**config.mk**
```make
export PLATFORM = sky130hd
export DESIGN_NAME = irq_priority_encoder
export DESIGN_NICKNAME = d
export VERILOG_FILES = /design/src/rtl/irq_priority_encoder_pkg.sv /design/src/rtl/prio_enc4.sv /design/src/rtl/irq_priority_encoder.sv
export SDC_FILE = /design/constraint.sdc
export NUM_CORES = 1
export LEC_CHECK = 0
export ABC_AREA = 1
export ABC_CLOCK_PERIOD_IN_PS = 850
export CORE_MARGIN = 4
export CORE_UTILIZATION = 39
export CTS_CLUSTER_DIAMETER = 50
export DETAILED_ROUTE_END_ITERATION = 8
export GPL_TIMING_DRIVEN = 1
export PLACE_DENSITY = 0.71
export SLEW_MARGIN = 20
export SYNTH_ARGS = -nofsm -noshare
export SYNTH_HDL_FRONTEND = slang
export SYNTH_SLANG_ARGS = --single-unit
```
**constraint.sdc**
```tcl
create_clock -name clk -period 0.85 [get_ports clk]
set_input_delay 0.1275 -clock clk [delete_from_list [all_inputs] [get_ports clk]]
set_output_delay 0.1275 -clock clk [all_outputs]
set_load 0.05 [all_outputs]
```
**src/rtl/irq_priority_encoder_pkg.sv**
```systemverilog
// irq_priority_encoder_pkg: shared sizes, state encodings and reset values
package irq_priority_encoder_pkg;

    localparam int N_REQ  = 4;
    localparam int CODE_W = 2;

    localparam logic ST_IDLE    = 1'b0;
    localparam logic ST_PRESENT = 1'b1;

    localparam logic [CODE_W-1:0] CODE_RST = '0;
    localparam logic [N_REQ-1:0]  PEND_RST = '0;

    function automatic logic [N_REQ-1:0] onehot(input logic [CODE_W-1:0] c);
        logic [N_REQ-1:0] one;
        one = 1;
        return one << c;
    endfunction

endpackage

```
**src/rtl/prio_enc4.sv**
```systemverilog
// prio_enc4: combinational 4-to-2 priority encoder, highest index wins
module prio_enc4
    import irq_priority_encoder_pkg::*;
(
    input  logic [N_REQ-1:0]  in,
    output logic [CODE_W-1:0] idx,
    output logic              any
);

    assign any = |in;
    assign idx = in[3] ? 2'd3 : in[2] ? 2'd2 : in[1] ? 2'd1 : 2'd0;

endmodule

```
**src/rtl/irq_priority_encoder.sv**
```systemverilog
// irq_priority_encoder: sticky rising-edge capture with gated valid/ack presentation of the top pending index
module irq_priority_encoder
    import irq_priority_encoder_pkg::*;
(
    input  logic              clk,
    input  logic              rst_n,
    input  logic              enable,
    input  logic [N_REQ-1:0]  req,
    input  logic              ack,
    output logic              valid,
    output logic [CODE_W-1:0] code,
    output logic [N_REQ-1:0]  pending,
    output logic              overflow
);

    logic                req_q;
    logic [N_REQ-1:0]    req_d;
    logic [N_REQ-1:0]    rise;
    logic [N_REQ-1:0]    clr;
    logic [CODE_W-1:0]   idx;
    logic                any;
    logic                state;

    assign req_q = 1'b0;
    assign rise  = req & ~req_d;
    // an ack only counts while the code is actually being presented and still enabled
    assign clr   = (state == ST_PRESENT && enable && ack) ? onehot(code) : '0;
    assign valid = state == ST_PRESENT;

    prio_enc4 u_enc (
        .in  (pending),
        .idx (idx),
        .any (any)
    );

    always_ff @(posedge clk or negedge rst_n) begin
        if (!rst_n) begin
            req_d    <= '0;
            pending  <= PEND_RST;
            overflow <= 1'b0;
            state    <= ST_IDLE;
            code     <= CODE_RST;
        end else begin
            req_d    <= req;
            pending  <= (pending & ~clr) | rise;
            overflow <= |(rise & pending & ~clr);
            if (state == ST_IDLE) begin
                if (enable && any) begin
                    state <= ST_PRESENT;
                    code  <= idx;
                end
            end else if (!enable || ack) begin
                state <= ST_IDLE;
                code  <= CODE_RST;
            end
        end
    end

endmodule
```
==> key figures, run 1 <==
Drt
  – DRT iter0 DRCs: 15
  – WL final: 2.34 mm
  – Antenna Nets Post-Route: 0
  – Via Count: 659
  – Drt drc: 0
  – First-pass DRT Iterations: 4
  – Routed vias/inst: 5.54
  – Routed WL per cell: 19.7 um

Final layout
  – Fin area: 1110 um^2
  – Final net count: 114
  – Multi-input logic area: 279 um^2
  – Final std cells w/o fill: 119
  – Fillcell total: 36
  – ANT cells: 0
  – Register area: 309 um^2
  – Area grow syn2layout: 110%
  – Share of cells above drive strength 1: 0.552
  – Post-Route Utilization: 0.936

Clocking
  – Clk root buf: clkbuf_4
  – CTS tree: yes
  – H-Tree Depth: 1
  – Num Clock Sinks: 12
  – Clock-pin slew on the worst setup and hold paths: 0.09 ns
  – Cts bufs inserted: 3
  – Worst-Skew Late Latency: 0.29 ns
  – Hold_buf cts: 0
  – Clock Path Buffers: 2

Global routing
  – Initial antenna violation count: 0
  – Largest net degree at the start of global routing: 13
  – First-pass GRT wire length: 2.96 mm
  – Vias in the first global route: 638
  – Total grt overflow: 0
  – GRT Overall Usage: 0.206

Die
  – FP Rows: 12
  – Die Height: 44.8 um
  – Die W: 44.8 um
  – Initial Utilization: 0.445
  – Core region area: 1190 um^2
  – IO Count: 16
  – Die area: 2010 um^2

Pwr
  – Power per Cell Area: 1790 nW/um^2
  – Lkg Pwr: 0.513 nW
  – Max rail drop VDD: 1300 uV

Timing
  – Slew @ Worst Pin: 0.271 ns
  – Final period utilization: 1.34
  – Final count of hold timing violations: 0
  – Setup Viol. Count Final: 16
  – Relative slew margins: 0.818
  – Hold_ws: 0.159 ns
  – RSZ-0062 raised after global routing: true
  – Worst clock skew: 0.00282 ns
  – Fin crit period: 1.14 ns
  – Fmax: 880 MHz
  – Worst Slack Setup Final: -0.287 ns
  – Slew Limit Fails: 0

Setup path
  – Worst path cell trace: buf_6, buf_12
  – Buf/Inv on CP: 2
  – Crit path arrival time: 1.01 ns
  – Top Family by Delay on Critical Path: flip-flops
  – Slowest library cell on the worst path: dfrtp_2
  – Worst path depth: 2
  – Worst R2R Path Depth: 6
  – Max FO, Critical Path: 4
  – Worst R2R Start: code[1]$_DFFE_PN0P_
  – Critical path's largest stage delay: 0.45 ns
  – Critical Path RT: 0.72 ns
  – Crit. End Element: output pin
  – R2r endpoint: overflow$_DFF_PN0_
  – Critical path class: register to output pin
  – Worst R2R Setup Slack: -0.28 ns
  – Startpoint Class: register

Worst hold path
  – Hold Path Class: primary input to async pin

Place
  – DP Cell Count: 106
  – Placed inst area: 892 um^2
  – GPL Wtd Cong: 0.811
  – Port Buffer Count: 15
  – Dpl hpwl: 1.03 mm

Synth
  – Mapped cell area: 528 um^2
  – Mapped Nets: 74
  – Sequential cell area fraction in the yosys report: 0.569
  – Yosys reg bits: 12
  – Synth warn: 0
  – Syn Area/Cell: 8.00 um^2
  – Yosys cell types: 8
  – Gate Count Post-Synth: 66

Job
  – Max cap viols: 0

Status
  – Failing checks: negative setup slack
  – Run status: finished with violations
[cells in the mapped netlist]
cell type | number | area, um^2
nand2_1 | 15 | 56.3
o21ai_0 | 6 | 30.0
dfrtp_1 | 12 | 300
inv_1 | 10 | 37.5
nand3_2 | 1 | 10.0
nor2_1 | 14 | 52.6
nand3_1 | 7 | 35.0
o22ai_1 | 1 | 6.26
[cell type report]
type	count	area share
clock buffers	4	0.0237
inverters	10	0.0361
multi-input cells	44	0.251
flip-flops and latches	12	0.278
well taps	14	0.0158
repair buffers	35	0.395
[flip-flops by register name, summed over array words and instances (netlist names)]
| name | flops |
|---|---|
| valid | 1 |
| pending | 4 |
| overflow | 1 |
| req_d | 4 |
| code | 2 |
[routing by layer]
layer / wire length [um] / up-vias / part of all wire / global-route usage
met3: 177 / 17 / 0.076 / 0.0478
li1: - / 283 / - / -
met5: 0 / - / 0 / 0
met1: 783 / 311 / 0.33 / 0.235
met2: 1220 / 48 / 0.52 / 0.355
met4: 163 / 0 / 0.070 / 0.105
[per-stage QoR]
step                      total power [mW]  worst slack [ns]  TNS, ns
after global placement                1.35            -0.420    -2.55
after floorplan                      0.965            -0.232    -1.26
after global routing                  2.05            -0.322    -4.12
after CTS                             1.85            -0.253    -2.77
final                                 1.98            -0.287    -3.61
after detailed placement              1.36            -0.439    -2.67
[where the power goes]
group          leakage, nW  switching [mW]  total, mW  internal, mW
clock               0.0150           0.228      0.410         0.183
sequential           0.125          0.0609      0.694         0.633
combinational        0.373           0.453      0.881         0.428
total                0.513           0.741       1.98          1.24
[cells in the final DEF, fill, tap and decap left out]
cell type,Yosys,routed
buf_12,0,9
buf_4,0,7
buf_6,0,12
clkbuf_1,0,1
clkbuf_4,0,3
clkdlybuf4s50_1,0,7
dfrtp_1,12,5
dfrtp_2,0,7
inv_1,10,6
inv_2,0,3
inv_4,0,1
nand2_1,15,13
nand2_2,0,2
nand3_1,7,4
nand3_2,1,3
nand3_4,0,1
nor2_1,14,7
nor2_2,0,1
nor2_4,0,6
o21ai_0,6,2
o21ai_1,0,2
o21ai_2,0,2
o22ai_2,0,1
[worst max path at each step]
stage / slack [ns] / endpoint / from
detailed placement: -0.44 / code[0]$_DFFE_PN0P_ / enable
finish: -0.29 / code[0] / code[0]$_DFFE_PN0P_
floorplan: -0.23 / overflow$_DFF_PN0_ / valid$_DFF_PN0_
global placement: -0.42 / code[1]$_DFFE_PN0P_ / enable
global route: -0.32 / overflow$_DFF_PN0_ / valid$_DFF_PN0_
CTS: -0.25 / code[0] / code[0]$_DFFE_PN0P_
[cell families after synthesis]
logic type      Yosys count  synth area share
flops                    12             0.569
buf+inv                  10            0.0711
compound gates            7            0.0687
simple gates             37             0.291
[repair_timing]
item                       4_1_cts  5_1_grt
pin swaps                        4        8
setup endpoints to repair       16       16
buffers inserted                 6        3
gates resized for setup         24       14
Power figures use the tool's default switching activity.
==> run 2: changes to the inputs <==
- GPL_ROUTABILITY_DRIVEN: default -> 1
==> results of run 2 <==
Same layout as run 1: the final DEF is identical, and so are final timing and power.
==> RTL edit 1: new RTL, settings of run 1 <==
`N_REQ`: 4 -> 8.
--- a/src/rtl/irq_priority_encoder_pkg.sv
+++ b/src/rtl/irq_priority_encoder_pkg.sv
@@ -2,5 +2,5 @@
 package irq_priority_encoder_pkg;
 
-    localparam int N_REQ  = 4;
+    localparam int N_REQ  = 8;
     localparam int CODE_W = 2;
 
Ports: changed (resized pending and req); port bits go from 16 to 24. No check against the original RTL was run, so the function may have changed too.
==> RTL edit 1 against run 1 <==
The flow still finishes with violations (negative setup slack); routed wire length rose by 23%; synthesized area grew 58%; cell area rose by 51%; largest cell class unchanged; total power rose by 28%; via count is 36% higher; sequential cell count rose by 8; global-route usage fell by 0.35 points; clock skew up 0.0084 ns; worst setup slack got worse by 0.12 ns; die area rose by 47%; non-clock buffer count increased by 20; largest power group is now sequential cells; cell count rose by 56%.
==> RTL edit 1: results (changes against run 1) <==
Outcome: complete, but fails checks
Violations in the final reports: negative setup slack
Average detailed-routed wire length per instance: 15.5 µm (-21%)
Post-Route Skew: 0.0112 ns (+0.00838 ns)
Instance count of the mapped netlist: 100 (+52%)
Skew-Pair Late Insertion Delay: 0.31 ns (+0.02 ns)
Reg-to-reg startpoint: valid
Crit path setup slack, layout: -0.409 ns (-0.122 ns)
Via count of the first global-routing pass: 858 (+34%)
Switching power: 823 µW (+11%)
Clock transition time at the flip-flop clock pins of the worst setup and hold paths: 0.12 ns (+0.03 ns)
Met3 WL: 180 µm (+1.7%)
Final setup violation count: 20 (+4)
Mapped Nets: 112 (+51%)
Biggest regs: pending x8, req_d x8, code x2
Met2 Routed Length: 1.50 mm (+23%)
Per-cell via count in the routed design: 4.83 (-13%)
Final HPWL from detailed placement: 1.63 mm (+58%)
Delay of the slowest cell on the worst path: 0.41 ns (-0.04 ns)
Compound-cell area share of the yosys netlist: 0.0240 (-0.0447)
Pin count of the biggest net entering global routing: 21 (+8)
IR drop worst, VDD: 1.40 mV (+7.7%)
Routed via count: 898 (+36%)
Top cells by area in the synthesized netlist: sky130_fd_sc_hd__dfrtp_1 60%, sky130_fd_sc_hd__nand2_1 14%, sky130_fd_sc_hd__inv_1 9.0%
Count of input and output buffers: 23 (+8)
Overall power consumption: 2540 µW (+28%)
Diode insertion count for antenna repair: 0 (unchanged)
Layout cells sized above 1: 0.553 (+0.00108)
Number of unique standard cell types used by synthesis: 9 (+1)
Post-Place Cell Area: 0.00143 mm² (+61%)
Dpl cells: 173 (+63%)
Final TNS setup: -5.54 ns (-1.93 ns)
Post-Place Setup Slack: -0.430 ns (+0.00963 ns)
Count of buffers added by post-CTS timing repair for setup: 5 (-1)
Final weighted congestion of routability-driven global placement: 0.904 (+12%)
TritonRoute pass-1 iters: 4 (unchanged)
Wire length of the first global-routing pass: 4.07 mm (+38%)
Leak: 0.000832 µW (+62%)
Iteration-0 DRC count of the detailed router: 15 (unchanged)
Post-CTS resize count: 20 (-17%)
M1 wire length: 1.12 mm (+43%)
Arrival time worst endpoint: 1.47 ns (+0.46 ns)
Worst slew pin tran: 0.271 ns (-0.000304 ns)
Global-route usage over all layers: 0.202 (-0.00354)
Combinational group power: 902 µW (+2.4%)
Part of the power in the clock network: 0.227 (+0.020)
Top cell family by delay on the critical path: simple AND/OR/NAND/NOR gates
Crit Path Max Fanout: 3 (-1)
RTL edit 1: final cells by class:
class	instances	area, µm²
repair buffers	55	648
flip-flops and latches	20	514
fillers	107	324
clock buffers	4	36.3
inverters	20	75.1
well taps	27	33.8
multi-input cells	60	370
RTL edit 1: worst paths after layout:
kind	endpoint	slack, ns	cells past startpoint
min	pending[7]	0.16	2
min reg2reg	pending[7]	0.49	3
min in group clk	req_d[1]	0.28	1
max	overflow	-0.41	8
max reg2reg	overflow	-0.41	8
max in group asynchronous	valid	0.53	2
RTL edit 1: per-layer routing:
| metal | vias up | GRT usage |
|---|---|---|
| li1 | 425 | - |
| met1 | 424 | 0.247 |
| met2 | 39 | 0.355 |
| met3 | 10 | 0.0409 |
| met4 | 0 | 0.0622 |
| met5 | - | 0 |
RTL edit 1: cell families (layout without fill, tap and decap cells):
family,count (synthesis),after routing
simple gates,56,56
flops,20,20
buf+inv,20,79
compound gates,4,4
==> RTL edit 2: new RTL, settings of run 1 <==
Without the edit above. Register the output `overflow` once more; this adds one clock of latency there. The other outputs are not delayed to match.
--- a/src/rtl/irq_priority_encoder.sv
+++ b/src/rtl/irq_priority_encoder.sv
@@ -13,4 +13,6 @@
     output logic              overflow
 );
+
+    logic overflow_s0;
 
     logic                req_q;
@@ -38,5 +40,5 @@
             req_d    <= '0;
             pending  <= PEND_RST;
-            overflow <= 1'b0;
+            overflow_s0 <= 1'b0;
             state    <= ST_IDLE;
             code     <= CODE_RST;
@@ -44,5 +46,5 @@
             req_d    <= req;
             pending  <= (pending & ~clr) | rise;
-            overflow <= |(rise & pending & ~clr);
+            overflow_s0 <= |(rise & pending & ~clr);
             if (state == ST_IDLE) begin
                 if (enable && any) begin
@@ -57,3 +59,7 @@
     end
 
+    always_ff @(posedge clk) begin
+        overflow <= overflow_s0;
+    end
+
 endmodule
Formal check against the unedited RTL: not equivalent (a bounded check fails within 4 cycles, from zero or initial values and one cycle with rst_n low).
==> RTL edit 2 against run 1 <==
The run still ends with negative setup slack left; core utilization down 13 points; sequential share of layout area up 3.4 points; worst setup slack better by 0.00087 ns; die area up 3.1%; synthesized area up 3.8%; total power down 2.8%; sequential power up 6.9%; sequential cell count up 1; routed wire length down 30%; synthesized cell count up 1.5%; count of clock-buffer cells in the layout unchanged; combinational power down 10%; cell area down 4.6%; largest power group unchanged.
==> RTL edit 2: results (changes against run 1) <==
Arrival time worst endpoint: 1.30 ns (+0.29 ns)
Number of unique standard cell types used by synthesis: 9 (+1)
Yosys warns: 0 (unchanged)
Final weighted congestion of routability-driven global placement: 0.788 (-2.8%)
Count of input and output buffers: 15 (unchanged)
Top cells by area in the synthesized netlist: sky130_fd_sc_hd__dfrtp_1 55%, sky130_fd_sc_hd__nand2_1 10%, sky130_fd_sc_hd__nor2_1 9.6%
Average detailed-routed wire length per instance: 13.9 µm (-29%)
Clock transition time at the flip-flop clock pins of the worst setup and hold paths: 0.08 ns
H-tree levels: 1 (unchanged)
List of most frequent post-synthesis cells: 15 x sky130_fd_sc_hd__nand2_1, 14 x sky130_fd_sc_hd__nor2_1, 12 x sky130_fd_sc_hd__dfrtp_1
Reg-to-reg startpoint: code[1]
Pin count of the biggest net entering global routing: 13 (unchanged)
IR drop worst, VDD: 1.55 mV (+19%)
GRT met2 Usage: 0.281 (-0.0740)
Via count of the first global-routing pass: 579 (-9.2%)
Iteration-0 DRC count of the detailed router: 13 (-2)
Post-Route Skew: 0.000827 ns (-0.00200 ns)
Layout cells sized above 1: 0.471 (-0.0818)
Sequential cell area fraction in the yosys report: 0.584 (+0.0158)
Fraction of synthesis flops using an asynchronous set or reset pin: 0.923 (-0.0769)
TritonRoute pass-1 iters: 4 (unchanged)
Wire length of the first global-routing pass: 2.51 mm (-15%)
Kind of path behind the tightest hold check: in -> async
Outcome: complete, but fails checks
Biggest regs: pending x4, req_d x4, code x2
Crit path setup slack, layout: -0.286 ns (+0.000874 ns)
Global-route usage over all layers: 0.168 (-0.0379)
Number of buffers on the longest clock path: 2 (unchanged)
Capture instance of the worst register-to-register path: overflow_s0
Worst slew pin tran: 0.325 ns (+0.0540 ns)
Number of fill cells in the layout: 73 (+100%)
Violations in the final reports: negative setup slack
CTS Buf Count: 3 (unchanged)
Post-Place Setup Slack: -0.437 ns (+0.00174 ns)
Initial antenna violation count: 0 (unchanged)
Final setup violation count: 16 (unchanged)
Final TNS setup: -3.06 ns (+0.551 ns)
Crit Path Max Fanout: 3 (-1)
Worst r2r path cells: 7 (+1)
Leak: 0.000501 µW (-2.5%)
Per-cell via count in the routed design: 5.13 (-7.4%)
Mapped Nets: 75 (+1.4%)
CTS root buf: sky130_fd_sc_hd__clkbuf_4
Met1 GRT Util: 0.218 (-0.0167)
Skew-Pair Late Insertion Delay: 0.28 ns
Diode insertion count for antenna repair: 0 (unchanged)
Nets: 111 (-2.6%)
Met3 usage: 0.0277 (-0.0201)
Most used DFF post-synth: sky130_fd_sc_hd__dfrtp_1
Max-cap check violation count: 0 (unchanged)
Final HPWL from detailed placement: 1.01 mm (-2.5%)
RTL edit 2: how the worst max path moves through the flow:
stage | from | to | slack, ns
after floorplan | valid | overflow_s0 | -0.23
after global placement | enable | code[1] | -0.41
after detailed placement | enable | code[0] | -0.44
after CTS | code[0] | code[0] | -0.26
after global routing | code[1] | overflow_s0 | -0.33
final | code[1] | overflow_s0 | -0.29
RTL edit 2: stage by stage:
stage           util  hold WS, ns  instances  cell area, µm²
3_3_place_gp   0.693        0.329        108             913
3_5_place_dp   0.693        0.330        108             913
4_1_cts        0.766        0.176        117            1010
6_report       0.803        0.170        117            1060
5_1_grt        0.803        0.193        117            1060
2_1_floorplan      -       -0.168         67             569
RTL edit 2: critical path: stages, from the launching register on:
cell and delay [ns]:
sky130_fd_sc_hd__dfrtp_2 0.42, sky130_fd_sc_hd__buf_6 0.13, sky130_fd_sc_hd__inv_4 0.05, sky130_fd_sc_hd__nand2_2 0.05
sky130_fd_sc_hd__nor2_2 0.12, sky130_fd_sc_hd__nor2_1 0.05, sky130_fd_sc_hd__nor2_1 0.13, sky130_fd_sc_hd__nand2_1 0.07
RTL edit 2: area by class of cell:
class	count	share of cell area
Clock buffer	4	0.0248
Inverter	10	0.0378
Multi-Input combinational cell	44	0.229
Sequential cell	13	0.312
Tap cell	15	0.0177
Timing Repair Buffer	31	0.378
RTL edit 2: metal layers:
metal,up-vias,wire length (µm)
li1,282,-
met5,-,0
met4,0,19
met3,4,103
met1,293,696
met2,21,810
RTL edit 2: cell families (layout without fill, tap and decap cells):
group,after synthesis,in the layout,synth area share
flops,13,13,0.584
buf+inv,10,45,0.0685
compound gates,7,7,0.0662
simple gates,37,37,0.281
RTL edit 2: repair_timing:
| item | in CTS | in global routing |
|---|---|---|
| setup buffers | 5 | 0 |
| gates resized for setup | 12 | 13 |
| pin swaps | 2 | 4 |
| endpoints found under the setup margin | 15 | 16 |
| endpoints found under the hold margin | 0 | 0 |
RTL edit 2: power breakdown:
part	leakage, µW	total, µW	switching, µW	internal (µW)
logic	0.000352	792	397	395
clock network	0.0000150	395	213	182
registers	0.000134	742	54.5	688
